`config.mk`:
```
export PLATFORM = sky130hd
export DESIGN_NAME = ssd_scan_ctrl
export DESIGN_NICKNAME = d
export VERILOG_FILES = /design/src/rtl/ssd_scan_ctrl.sv
export SDC_FILE = /design/constraint.sdc
export NUM_CORES = 1
export LEC_CHECK = 0
export ABC_AREA = 0
export CELL_PAD_IN_SITES_DETAIL_PLACEMENT = 1
export CELL_PAD_IN_SITES_GLOBAL_PLACEMENT = 1
export CORE_MARGIN = 4
export CORE_UTILIZATION = 50
export DETAILED_ROUTE_END_ITERATION = 16
export DONT_BUFFER_PORTS = 1
export MAX_ROUTING_LAYER = met4
export PLACE_DENSITY = 0.87
export SLEW_MARGIN = 40
export SYNTH_ARGS = -nofsm -noshare
export SYNTH_HDL_FRONTEND = slang
export SYNTH_SLANG_ARGS = --single-unit
```
`constraint.sdc`:
```
create_clock -name clk -period 4.3 [get_ports clk]
set_input_delay 0.43 -clock clk [delete_from_list [all_inputs] [get_ports clk]]
set_output_delay 0.43 -clock clk [all_outputs]
set_load 0.03 [all_outputs]
```
`src/rtl/ssd_scan_ctrl.sv`:
```
// Seven-segment scan controller.
// Converts an unsigned binary value to BCD with a sequential double-dabble
// converter, then time-multiplexes NUM_DIGITS digits onto shared cathodes.
// Supports leading-zero blanking, a decimal point per digit and overflow dashes.
// Ports:
//   clk      system clock
//   reset    asynchronous active-high reset
//   value    unsigned binary value to display
//   dp_mask  1 lights the decimal point of that digit (bit 0 = rightmost)
//   anode    active-low one-hot digit enable
//   ssd_out  active-low segments {a,b,c,d,e,f,g}
//   dp       active-low decimal point
//   busy     high while a BCD conversion is in progress
module ssd_scan_ctrl #(
  parameter int NUM_DIGITS = 8,
  parameter int DATA_W     = 16,
  parameter int SCAN_DIV   = 100000,
  parameter int BLANK_LZ   = 1
) (
  input  logic                  clk,
  input  logic                  reset,
  input  logic [DATA_W-1:0]     value,
  input  logic [NUM_DIGITS-1:0] dp_mask,
  output logic [NUM_DIGITS-1:0] anode,
  output logic [6:0]            ssd_out,
  output logic                  dp,
  output logic                  busy
);

  localparam int BCD_W = 4 * NUM_DIGITS;
  localparam int IDX_W = (NUM_DIGITS > 1) ? $clog2(NUM_DIGITS) : 1;
  localparam int PS_W  = $clog2(SCAN_DIV);
  localparam int CNT_W = (DATA_W > 1) ? $clog2(DATA_W) : 1;

  localparam logic [6:0] SEG_DASH  = 7'b1111110;
  localparam logic [6:0] SEG_BLANK = 7'h7F;

  typedef enum logic [1:0] {IDLE, CONV, DONE} state_t;

  state_t            state, state_next;
  logic [DATA_W-1:0] last_val;
  logic [DATA_W-1:0] shift_reg;
  logic [BCD_W-1:0]  bcd;
  logic [BCD_W-1:0]  bcd_adj;
  logic [BCD_W-1:0]  disp_bcd;
  logic              ovf;
  logic              disp_ovf;
  logic [CNT_W-1:0]  bit_cnt;
  logic              load;
  logic              step;
  logic              commit;

  logic [PS_W-1:0]       prescaler;
  logic [IDX_W-1:0]      digit_idx;
  logic [NUM_DIGITS-1:0] anode_next;
  logic [6:0]            seg_next;
  logic                  dp_next;
  logic [3:0]            nib;
  logic                  upper_zero;

  // Double-dabble correction: every nibble >= 5 gets +3 before the shift.
  function automatic logic [BCD_W-1:0] add3_all(input logic [BCD_W-1:0] b);
    logic [BCD_W-1:0] r;
    r = b;
    for (int i = 0; i < NUM_DIGITS; i++) begin
      if (b[4*i +: 4] >= 4'd5) r[4*i +: 4] = b[4*i +: 4] + 4'd3;
    end
    return r;
  endfunction

  function automatic logic [6:0] seg_decode(input logic [3:0] n);
    case (n)
      4'd0:    seg_decode = 7'b0000001;
      4'd1:    seg_decode = 7'b1001111;
      4'd2:    seg_decode = 7'b0010010;
      4'd3:    seg_decode = 7'b0000110;
      4'd4:    seg_decode = 7'b1001100;
      4'd5:    seg_decode = 7'b0100100;
      4'd6:    seg_decode = 7'b0100000;
      4'd7:    seg_decode = 7'b0001111;
      4'd8:    seg_decode = 7'b0000000;
      4'd9:    seg_decode = 7'b0000100;
      default: seg_decode = SEG_BLANK;
    endcase
  endfunction

  assign bcd_adj = add3_all(bcd);
  assign busy    = (state == CONV);

  always_comb begin
    state_next = state;
    load       = 1'b0;
    step       = 1'b0;
    commit     = 1'b0;
    case (state)
      IDLE: begin
        if (value != last_val) begin
          load       = 1'b1;
          state_next = CONV;
        end
      end
      CONV: begin
        step = 1'b1;
        if (bit_cnt == '0) state_next = DONE;
      end
      DONE: begin
        commit     = 1'b1;
        state_next = IDLE;
      end
      default: state_next = IDLE;
    endcase
  end

  // Control and displayed result
  always_ff @(posedge clk or posedge reset) begin
    if (reset) begin
      state    <= IDLE;
      last_val <= '0;
      bit_cnt  <= '0;
      disp_bcd <= '0;
      disp_ovf <= 1'b0;
    end else begin
      state <= state_next;
      if (load) begin
        last_val <= value;
        bit_cnt  <= CNT_W'(DATA_W - 1);
      end else if (step) begin
        bit_cnt <= bit_cnt - 1'b1;
      end
      // Digits and overflow flag change together so no torn frame is shown.
      if (commit) begin
        disp_bcd <= bcd;
        disp_ovf <= ovf;
      end
    end
  end

  // Conversion working registers; always reinitialised by load
  always_ff @(posedge clk) begin
    if (load) begin
      shift_reg <= value;
      bcd       <= '0;
      ovf       <= 1'b0;
    end else if (step) begin
      {bcd, shift_reg} <= {bcd_adj[BCD_W-2:0], shift_reg, 1'b0};
      // A one leaving the top nibble means the value needs more digits.
      ovf <= ovf | bcd_adj[BCD_W-1];
    end
  end

  always_comb begin
    anode_next = '1;
    nib        = 4'd0;
    dp_next    = 1'b1;
    upper_zero = 1'b1;
    for (int i = 0; i < NUM_DIGITS; i++) begin
      if (digit_idx == IDX_W'(i)) begin
        anode_next[i] = 1'b0;
        nib           = disp_bcd[4*i +: 4];
        dp_next       = ~dp_mask[i];
      end
      if (IDX_W'(i) >= digit_idx && disp_bcd[4*i +: 4] != 4'd0) upper_zero = 1'b0;
    end
    if (disp_ovf)
      seg_next = SEG_DASH;
    else if (BLANK_LZ != 0 && digit_idx != '0 && upper_zero)
      seg_next = SEG_BLANK;
    else
      seg_next = seg_decode(nib);
  end

  // Scan counters and registered pin drivers
  always_ff @(posedge clk or posedge reset) begin
    if (reset) begin
      prescaler <= '0;
      digit_idx <= '0;
      anode     <= '1;
      ssd_out   <= SEG_BLANK;
      dp        <= 1'b1;
    end else begin
      if (prescaler == PS_W'(SCAN_DIV - 1)) begin
        prescaler <= '0;
        digit_idx <= (digit_idx == IDX_W'(NUM_DIGITS - 1)) ? '0 : digit_idx + 1'b1;
      end else begin
        prescaler <= prescaler + 1'b1;
      end
      anode   <= anode_next;
      ssd_out <= seg_next;
      dp      <= dp_next;
    end
  end

endmodule

```
Word-level counts from Yosys, hierarchy flattened

Memory sizes are Yosys's and may differ from the RTL's.
Cells that the tools add are included.

Bits in read-only memories: 112
Register bits: 140
Memories kept: 1
RAM bits: 0
Bits in latches: 0
Output and inout bits: 17
Bits of input ports: 26

Mux-type cells: 55
Magnitude comparators: 16
Multiply operators: 0
Equal/unequal tests: 13
Shift-type cells: 0
Add/sub/neg operators: 11
Bitwise logic cells: 9
Reduce and logical (&&, ||, !) cells: 23
Div/mod/pow operators: 0

Memory list:

| memory          | words | width | read ports | clocked after Yosys merged registers in | wr ports | RTL line | source |
|---|---|---|---|---|---|---|---|
| (no name shown) | 16    | 7     | 1          | 0                                       | 0        | 72       | `case (n)` |

Operator list:

| cell                    | number |
|---|---|
| $mux W4                 | 18 |
| $add A4 B2 Y4 const B   | 8 |
| $ge A4 B3 Y1 const B    | 8 |
| $mux W16                | 2 |
| $reduce_bool A4 Y1      | 8 |
| $mux W1                 | 28 |
| $add A17 B1 Y17 const B | 1 |
| $eq A17 B17 Y1 const B  | 1 |
| $mux W17                | 1 |
| $ne A16 B16 Y1          | 1 |
| $mux W7                 | 2 |
| $eq A3 B3 Y1 const B    | 4 |
| $ge A3 B3 Y1 const A    | 4 |
| $logic_and A1 B1 Y1     | 9 |
| $not A1 Y1              | 8 |
| $eq A3 B2 Y1 const B    | 2 |
| $ge A1 B3 Y1 const A    | 2 |
| $ge A2 B3 Y1 const A    | 2 |
| $logic_not A4 Y1        | 1 |
| $mux W2                 | 2 |
| $pmux W2 S2             | 1 |
| $sub A4 B1 Y4 const B   | 1 |
| $add A3 B1 Y3 const B   | 1 |
| $eq A3 B1 Y1 const B    | 1 |
| other kinds (11)        | 11 |

Depth between registers and ports, before layout

Gate-level depths: netlist of run 1.

Word-level depth: 13
Mapped depth: 13

Least setup slack after synthesis of run 1

Ideal clock, no wire load.

Path type: register to register
From: register digit_idx[0]
To: register ssd_out[3]
Slack: 1.711 ns
Arrival: 2.505 ns
Cell stages (with the launch flop): 12
Period minus slack after synthesis: 2.589 ns
Buffers on the path: 2
Data required time: 4.217 ns
Library setup time: 0.083 ns
Cells stage by stage: dfrtp_1 buf_2 inv_1 ha_1 buf_2 a311oi_1 o221ai_1 a21oi_1 inv_1 ha_1 mux2_1 o32a_1

Cells in the longest elaborated chain, start to end: 13
Elaborated cells between the ends (all ways): 45
Those cells by class: order compare: 8; eq/ne: 7; mux: 18; reduce/logical: 11; memory: 1

Ends and longest elaborated chain:

| item                                                    | RTL line | source |
|---|---|---|
| from (decl)                                             | 54       | `logic [IDX_W-1:0] digit_idx;` |
| from (signal assigned)                                  | 183      | `digit_idx <= (digit_idx == IDX_W'(NUM_DIGITS - 1)) ? '0 : digit_idx + 1'b1;` |
| branches (longest 11 deep; another with $mem_v2 Z16 W7) | --       |  |
| $mux W7 (*)                                             | 166      | `else if (BLANK_LZ != 0 && digit_idx != '0 && upper_zero)` |
| $mux W7 (*)                                             | 164      | `if (disp_ovf)` |
| via seg_next[3]                                         | 56       | `logic [6:0] seg_next;` |
| to (signal assigned)                                    | 188      | `ssd_out <= seg_next;` |
| to (decl)                                               | 25       | `output logic [6:0] ssd_out,` |

Mark *: on every way through the listed nets, which the timed path passes.
A chain may end at the register's enable or synchronous reset.

Final worst setup path of run 1

Ends and elaborated chain as after synthesis.

==> results.tsv, run 1 <==
metric	value	unit
Ys Warns	0	
Worst Path Max Fanout	14	
clk_skew	0.00761	ns
postcts setup bufs	0	
share of the yosys chip area belonging to registers	50.6	%
Tot GR Track Use	22.7	%
WL/cell	18.5	µm
Rel. slew slack	49.7	%
CTS H-tree lvls	4	
Starting Density	51.2	%
post-synthesis cell count	711	
CTS tree	done	
Mapped Area	0.00680	mm²
Core Rows	42	
critical path launch point type	register	
syn nets	765	
Clk Latency, worst-skew pair	0.43	ns
hold depth	1	
Post-Route Setup TNS	0	ns
post-CTS resize count	0	
Setup-failing EPs final	0	
largest net degree at the start of global routing	62	
CTS buffer count	17	
Worst-Margin Slew	0.748	ns
worst setup path category	reg -> reg	
IO buf count	0	
ratio of cells with drive above 1 in the final layout	11.2	%
commonest non-fill, non-tap cells in the layout	nand2_1, dfrtp_1, o21ai_0	
Fin Hold WS	0.0811	ns
FF+latch count, synth	140	
critical path required time	4.65	ns
endpoints failing hold	0	
clock tree buffer depth	2	
Pleak	3.23	nW
Hold/Removal Path Class	in -> reg	
ys flop type	dfrtp_1	
via count	5161	
crit end category	register	
depth of the worst register-to-register path	10	
critical path arrival	3.64	ns
Sink Count	140	
Period minus WS final	3.29	ns
root buf cell	clkbuf_16	
DRT iter0 DRCs	282	
Pwr per Cell Area	672	mW/mm²
EDFF count, synth	16	
status	finished clean	
Regs by FF count	bcd (32), disp_bcd (32), prescaler (17)	
worst vdd ir	0.374	mV
Fillers	1478	
Die X	125	µm
final cycle utilization of the critical path	76.5	%
fmax	304	MHz
Pins Over Slew Limit	0	
Total Routed Length	16.5	mm
final net count	758	
FFs w/ async S/R, synth	65.0	%
first-pass GRT wire length	28.1	mm
RePlAce Congestion	0.844	
ant diodes	0	
Synth cell types	59	
Core Area	0.0133	mm²
# Max-Cap Violations	0	
gr ovfl total	0	
# DRC	0	
Syn Area/Cell	9.57	µm²
antenna violations before repair	0	
Pre-antenna DRT Iters	4	
antenna-violating nets left	0	
Synth-to-Final Area Change	10.6	%
post-DP HPWL	11.2	mm
die area	0.0155	mm²
commonest non-fill, non-tap cell in the layout	nand2_1	
vias in the first global route	5610	
unrepaired setup endpoints after global routing	no	
clk slew on worst S/H paths	0.06	ns
vias per cell	5.78	
# hold bufs at CTS	1	
# IOs	43	
DIE HEIGHT	125	µm
==> where the power goes <==
part / internal (W) / total [W] / switching (W) / leakage, nW
logic: 0.000565 / 0.00143 / 0.000868 / 1.39
clock network: 0.000874 / 0.00144 / 0.000564 / 0.280
registers: 0.00180 / 0.00218 / 0.000386 / 1.56
total: 0.00324 / 0.00506 / 0.00182 / 3.23
==> routing by layer <==
| metal | wire (µm) | vias to the layer above | GRT usage (%) |
|---|---|---|---|
| met5 | 0 | - | - |
| met4 | 349 | 0 | 8.12 |
| met3 | 735 | 29 | 4.85 |
| met2 | 8440 | 115 | 37.8 |
| met1 | 6990 | 2597 | 27.5 |
| li1 | - | 2420 | - |
==> worst paths after layout <==
| check | from | to | slack (ns) |
|---|---|---|---|
| min in group asynchronous | reset | prescaler[2] | 0.54 |
| max | digit_idx[0] | ssd_out[3] | 1.01 |
| max reg2reg | digit_idx[0] | ssd_out[3] | 1.01 |
| min | dp_mask[7] | dp | 0.08 |
| min reg2reg | ovf | ovf | 0.48 |
| max in group asynchronous | reset | disp_bcd[19] | 2.95 |
==> cells in the mapped netlist (9+ instances only) <==
master,n,area (µm²)
nand2_1,142,533
dfrtp_1,75,1880
o21ai_0,59,295
a21oi_1,46,230
xnor2_1,35,307
dfxtp_1,33,661
nand3_1,33,165
inv_1,31,116
nor2_1,30,113
ha_1,28,350
clkbuf_1,20,75.1
mux2_2,17,191
dfstp_2,16,420
edfxtp_1,16,480
xor2_1,15,131
nand2b_1,13,81.3
nor4_1,9,56.3
==> cell type report <==
| class | instances | area (µm²) | share of cell area [%] |
|---|---|---|---|
| clock buffers | 23 | 499 | 6.64 |
| inverters | 33 | 129 | 1.71 |
| clock inverters | 9 | 85.1 | 1.13 |
| well taps | 176 | 220 | 2.93 |
| flip-flops and latches | 140 | 3440 | 45.7 |
| multi-input cells | 506 | 3100 | 41.2 |
| repair buffers | 6 | 47.5 | 0.632 |
==> worst max-delay path, cell delays in order (launching register included) <==
cell      delay (ns)
dfrtp_1         0.52
inv_1           0.19
ha_1            0.54
inv_1           0.24
o21ai_0         0.22
o221ai_1        0.15
a21oi_1         0.50
inv_1           0.15
ha_1            0.23
mux2_1          0.30
o32a_1          0.18
==> per-stage QoR <==
step	setup slack [ns]	utilization [%]	power, W	instances	cell area (µm²)
3_3_place_gp	1.31	52.0	0.00348	860	6920
5_1_grt	0.771	56.6	0.00540	893	7520
6_report	1.01	56.6	0.00506	893	7520
2_1_floorplan	1.53	-	0.00319	711	6800
3_5_place_dp	1.08	52.1	0.00363	860	6930
4_1_cts	1.05	56.6	0.00509	893	7520
==> cell families after synthesis <==
kind of cell,share of synthesized area (%)
AOI/OAI and AO/OA,12.7
xor gates and xnor gates,6.44
adders and majority gates,5.15
buffers and inverters,4.01
DFF,50.6
muxes,3.29
and+or+nand+nor,17.9
(Power assumes the default switching activity.)
==> run 2: changes to the inputs <==
==> constraint.sdc (replaced) <==
create_clock -name clk -period 3.27 [get_ports clk]
set_input_delay 0.327 -clock clk [delete_from_list [all_inputs] [get_ports clk]]
set_output_delay 0.327 -clock clk [all_outputs]
set_load 0.03 [all_outputs]
==> results.tsv, run 2 (synthesis results as in run 1) <==
metric	value	unit	change
root buf cell	clkbuf_16		
Starting Density	51.2	%	unchanged
critical path required time	3.62	ns	-1.03 ns
final net count	768		+1.3%
Total Routed Length	17.0	mm	+3.0%
Crit path max-delay family	adder cells		
worst vdd ir	0.469	mV	+25%
Tot GR Track Use	23.3	%	+0.59 points
slowest stage delay, CP	0.61	ns	+0.07 ns
ratio of cells with drive above 1 in the final layout	12.2	%	+1.1 points
via count	5252		+1.8%
# IOs	43		unchanged
Setup-failing EPs final	0		unchanged
die area	0.0155	mm²	unchanged
RePlAce Congestion	0.825		-2.3%
Core Area	0.0133	mm²	unchanged
met1 global-route usage	27.4	%	-0.058 points
Pre-antenna DRT Iters	5		+1
cells along the critical path	ha_1 -> ha_1 -> inv_1 -> o211ai_1 -> a21oi_1 -> a22oi_2 -> inv_1 -> ha_1 -> mux2_1 -> o32a_1		
Pleak	3.32	nW	+3.0%
unrepaired setup endpoints after global routing	no		
fmax	320	MHz	+5.3%
Hold/Removal Path Class	in -> reg		
GRT busiest layer	met2		
area of the multi-input gates	0.00311	mm²	+0.28%
clk_skew	0.00788	ns	+0.000273 ns
endpoints failing hold	0		unchanged
CTS tree	done		
status	finished clean		
vias in the first global route	5715		+1.9%
CTS buffer count	17		unchanged
setup slack, reg-to-reg	0.14	ns	-0.86 ns
Sink Count	140		unchanged
Pins Over Slew Limit	0		unchanged
Worst R2R Start	digit_idx[1]		
ant diodes	0		unchanged
WL/cell	18.8	µm	+1.8%
crit path buf inv count	2		-1
critical path launch point type	register		
postcts setup bufs	0		unchanged
DIE HEIGHT	125	µm	unchanged
first-pass GRT wire length	28.8	mm	+2.5%
Die X	125	µm	unchanged
slowest library cell on the worst path	dfrtp_1		
critical path arrival	3.48	ns	-0.16 ns
Worst Path Max Fanout	16		+2
DRT iter0 DRCs	345		+22%
hold depth	2		+1
vias per cell	5.82		+0.64%
GRT met3 Usage	4.97	%	+0.13 points
Synth-to-Final Area Change	13.3	%	
Pwr per Cell Area	915	mW/mm²	+36%
antenna violations before repair	0		unchanged
WHS Endpoint	last_val[9]		
worst setup path category	reg -> reg		
Fillers	1465		-0.88%
CTS H-tree lvls	4		unchanged
CP dominant cell by count	ha_1		
Regs by FF count	bcd (32), disp_bcd (32), prescaler (17)		
final cycle utilization of the critical path	95.6	%	+19 points
commonest non-fill, non-tap cell in the layout	nand2_1		
worst reg2reg endpoint	ssd_out[6]		
met2 Resource Use GR	39.7	%	+1.9 points
gr ovfl total	0		unchanged
Clk Latency, worst-skew pair	0.42	ns	about the same
Fin Hold WS	0.0308	ns	-0.0502 ns
Period minus WS final	3.13	ns	-0.165 ns
depth of the worst register-to-register path	10		unchanged
commonest non-fill, non-tap cells in the layout	nand2_1, dfrtp_1, o21ai_0		
antenna-violating nets left	0		unchanged
IO buf count	0		unchanged
FF/Latch Area	0.00344	mm²	unchanged
largest net degree at the start of global routing	51		-18%
crit end category	register		
Worst-Margin Slew	0.712	ns	-0.0361 ns
post-DP HPWL	11.4	mm	+1.4%
HP Start	value[9]		
Core Rows	42		unchanged
clk slew on worst S/H paths	0.06	ns	about the same
Post-Route Setup TNS	0	ns	unchanged
# DRC	0		unchanged
Rel. slew slack	52.1	%	+2.4 points
clock tree buffer depth	2		unchanged
# Max-Cap Violations	0		unchanged
## run 2: changes by cell type in the layout (fill, tap and decap cells not counted), sizes merged
cell / previous run / this run
clkinvlp: 3 / 0
buf: 5 / 14
dlygate4sd3: 1 / 2
clkinv: 7 / 5
bufinv: 1 / 6
## run 2: timing repair
action / in CTS / in global routing
gates resized for setup: 1 / 2
setup endpoints to repair: 1 / 2
hold endpoints to repair: 33 / 0
pin swaps: 0 / 0
cloned: 0 / 0
hold buffers: 2 / 0
## run 2: power by group
part	switching, W	internal, W	total (W)
Combinational	0.00115	0.000781	0.00193
Sequential	0.000515	0.00236	0.00288
Clock	0.000742	0.00150	0.00224
## run 2: how the worst max path moves through the flow
stage / start / to / slack (ns) / depth (start not counted)
global placement: digit_idx[1] / ssd_out[3] / 0.42 / 9
floorplan: reset / bit_cnt[0] / 0.61 / 1
detailed placement: digit_idx[1] / ssd_out[6] / 0.20 / 9
global route: digit_idx[1] / ssd_out[6] / 0.002 / 10
finish: digit_idx[1] / ssd_out[6] / 0.14 / 10
CTS: digit_idx[1] / ssd_out[6] / 0.17 / 10
## run 2: worst reg2reg max path: stages, from the launching register on
cell and delay [ns]:
dfrtp_1 0.61, ha_1 0.24, ha_1 0.41, inv_1 0.25, o211ai_1 0.16, a21oi_1 0.08, a22oi_2 0.43, inv_1 0.17
ha_1 0.22, mux2_1 0.31, o32a_1 0.17
## run 2: area by class of cell
type | instances | share of cell area [%]
sequential | 140 | 44.6
clock inverter | 9 | 2.68
tap | 176 | 2.86
multi-input combinational | 506 | 40.4
timing repair buffer | 16 | 1.62
clock buffer | 23 | 6.22
inverter | 33 | 1.67
## run 2: metal layers
| layer | wire (µm) | up-vias |
|---|---|---|
| li1 | - | 2449 |
| met5 | 0 | - |
| met3 | 747 | 37 |
| met1 | 7220 | 2635 |
| met4 | 375 | 0 |
| met2 | 8660 | 131 |
## run 2: metrics by stage
step / power [W] / std cells / worst slack (ns) / utilization [%] / area [µm²]
2_1_floorplan: 0.00419 / 711 / 0.606 / - / 6800
3_3_place_gp: 0.00461 / 869 / 0.423 / 52.5 / 6980
3_5_place_dp: 0.00480 / 869 / 0.199 / 52.6 / 6990
4_1_cts: 0.00709 / 903 / 0.173 / 57.9 / 7700
5_1_grt: 0.00750 / 903 / 0.00242 / 58.0 / 7710
6_report: 0.00705 / 903 / 0.145 / 58.0 / 7710
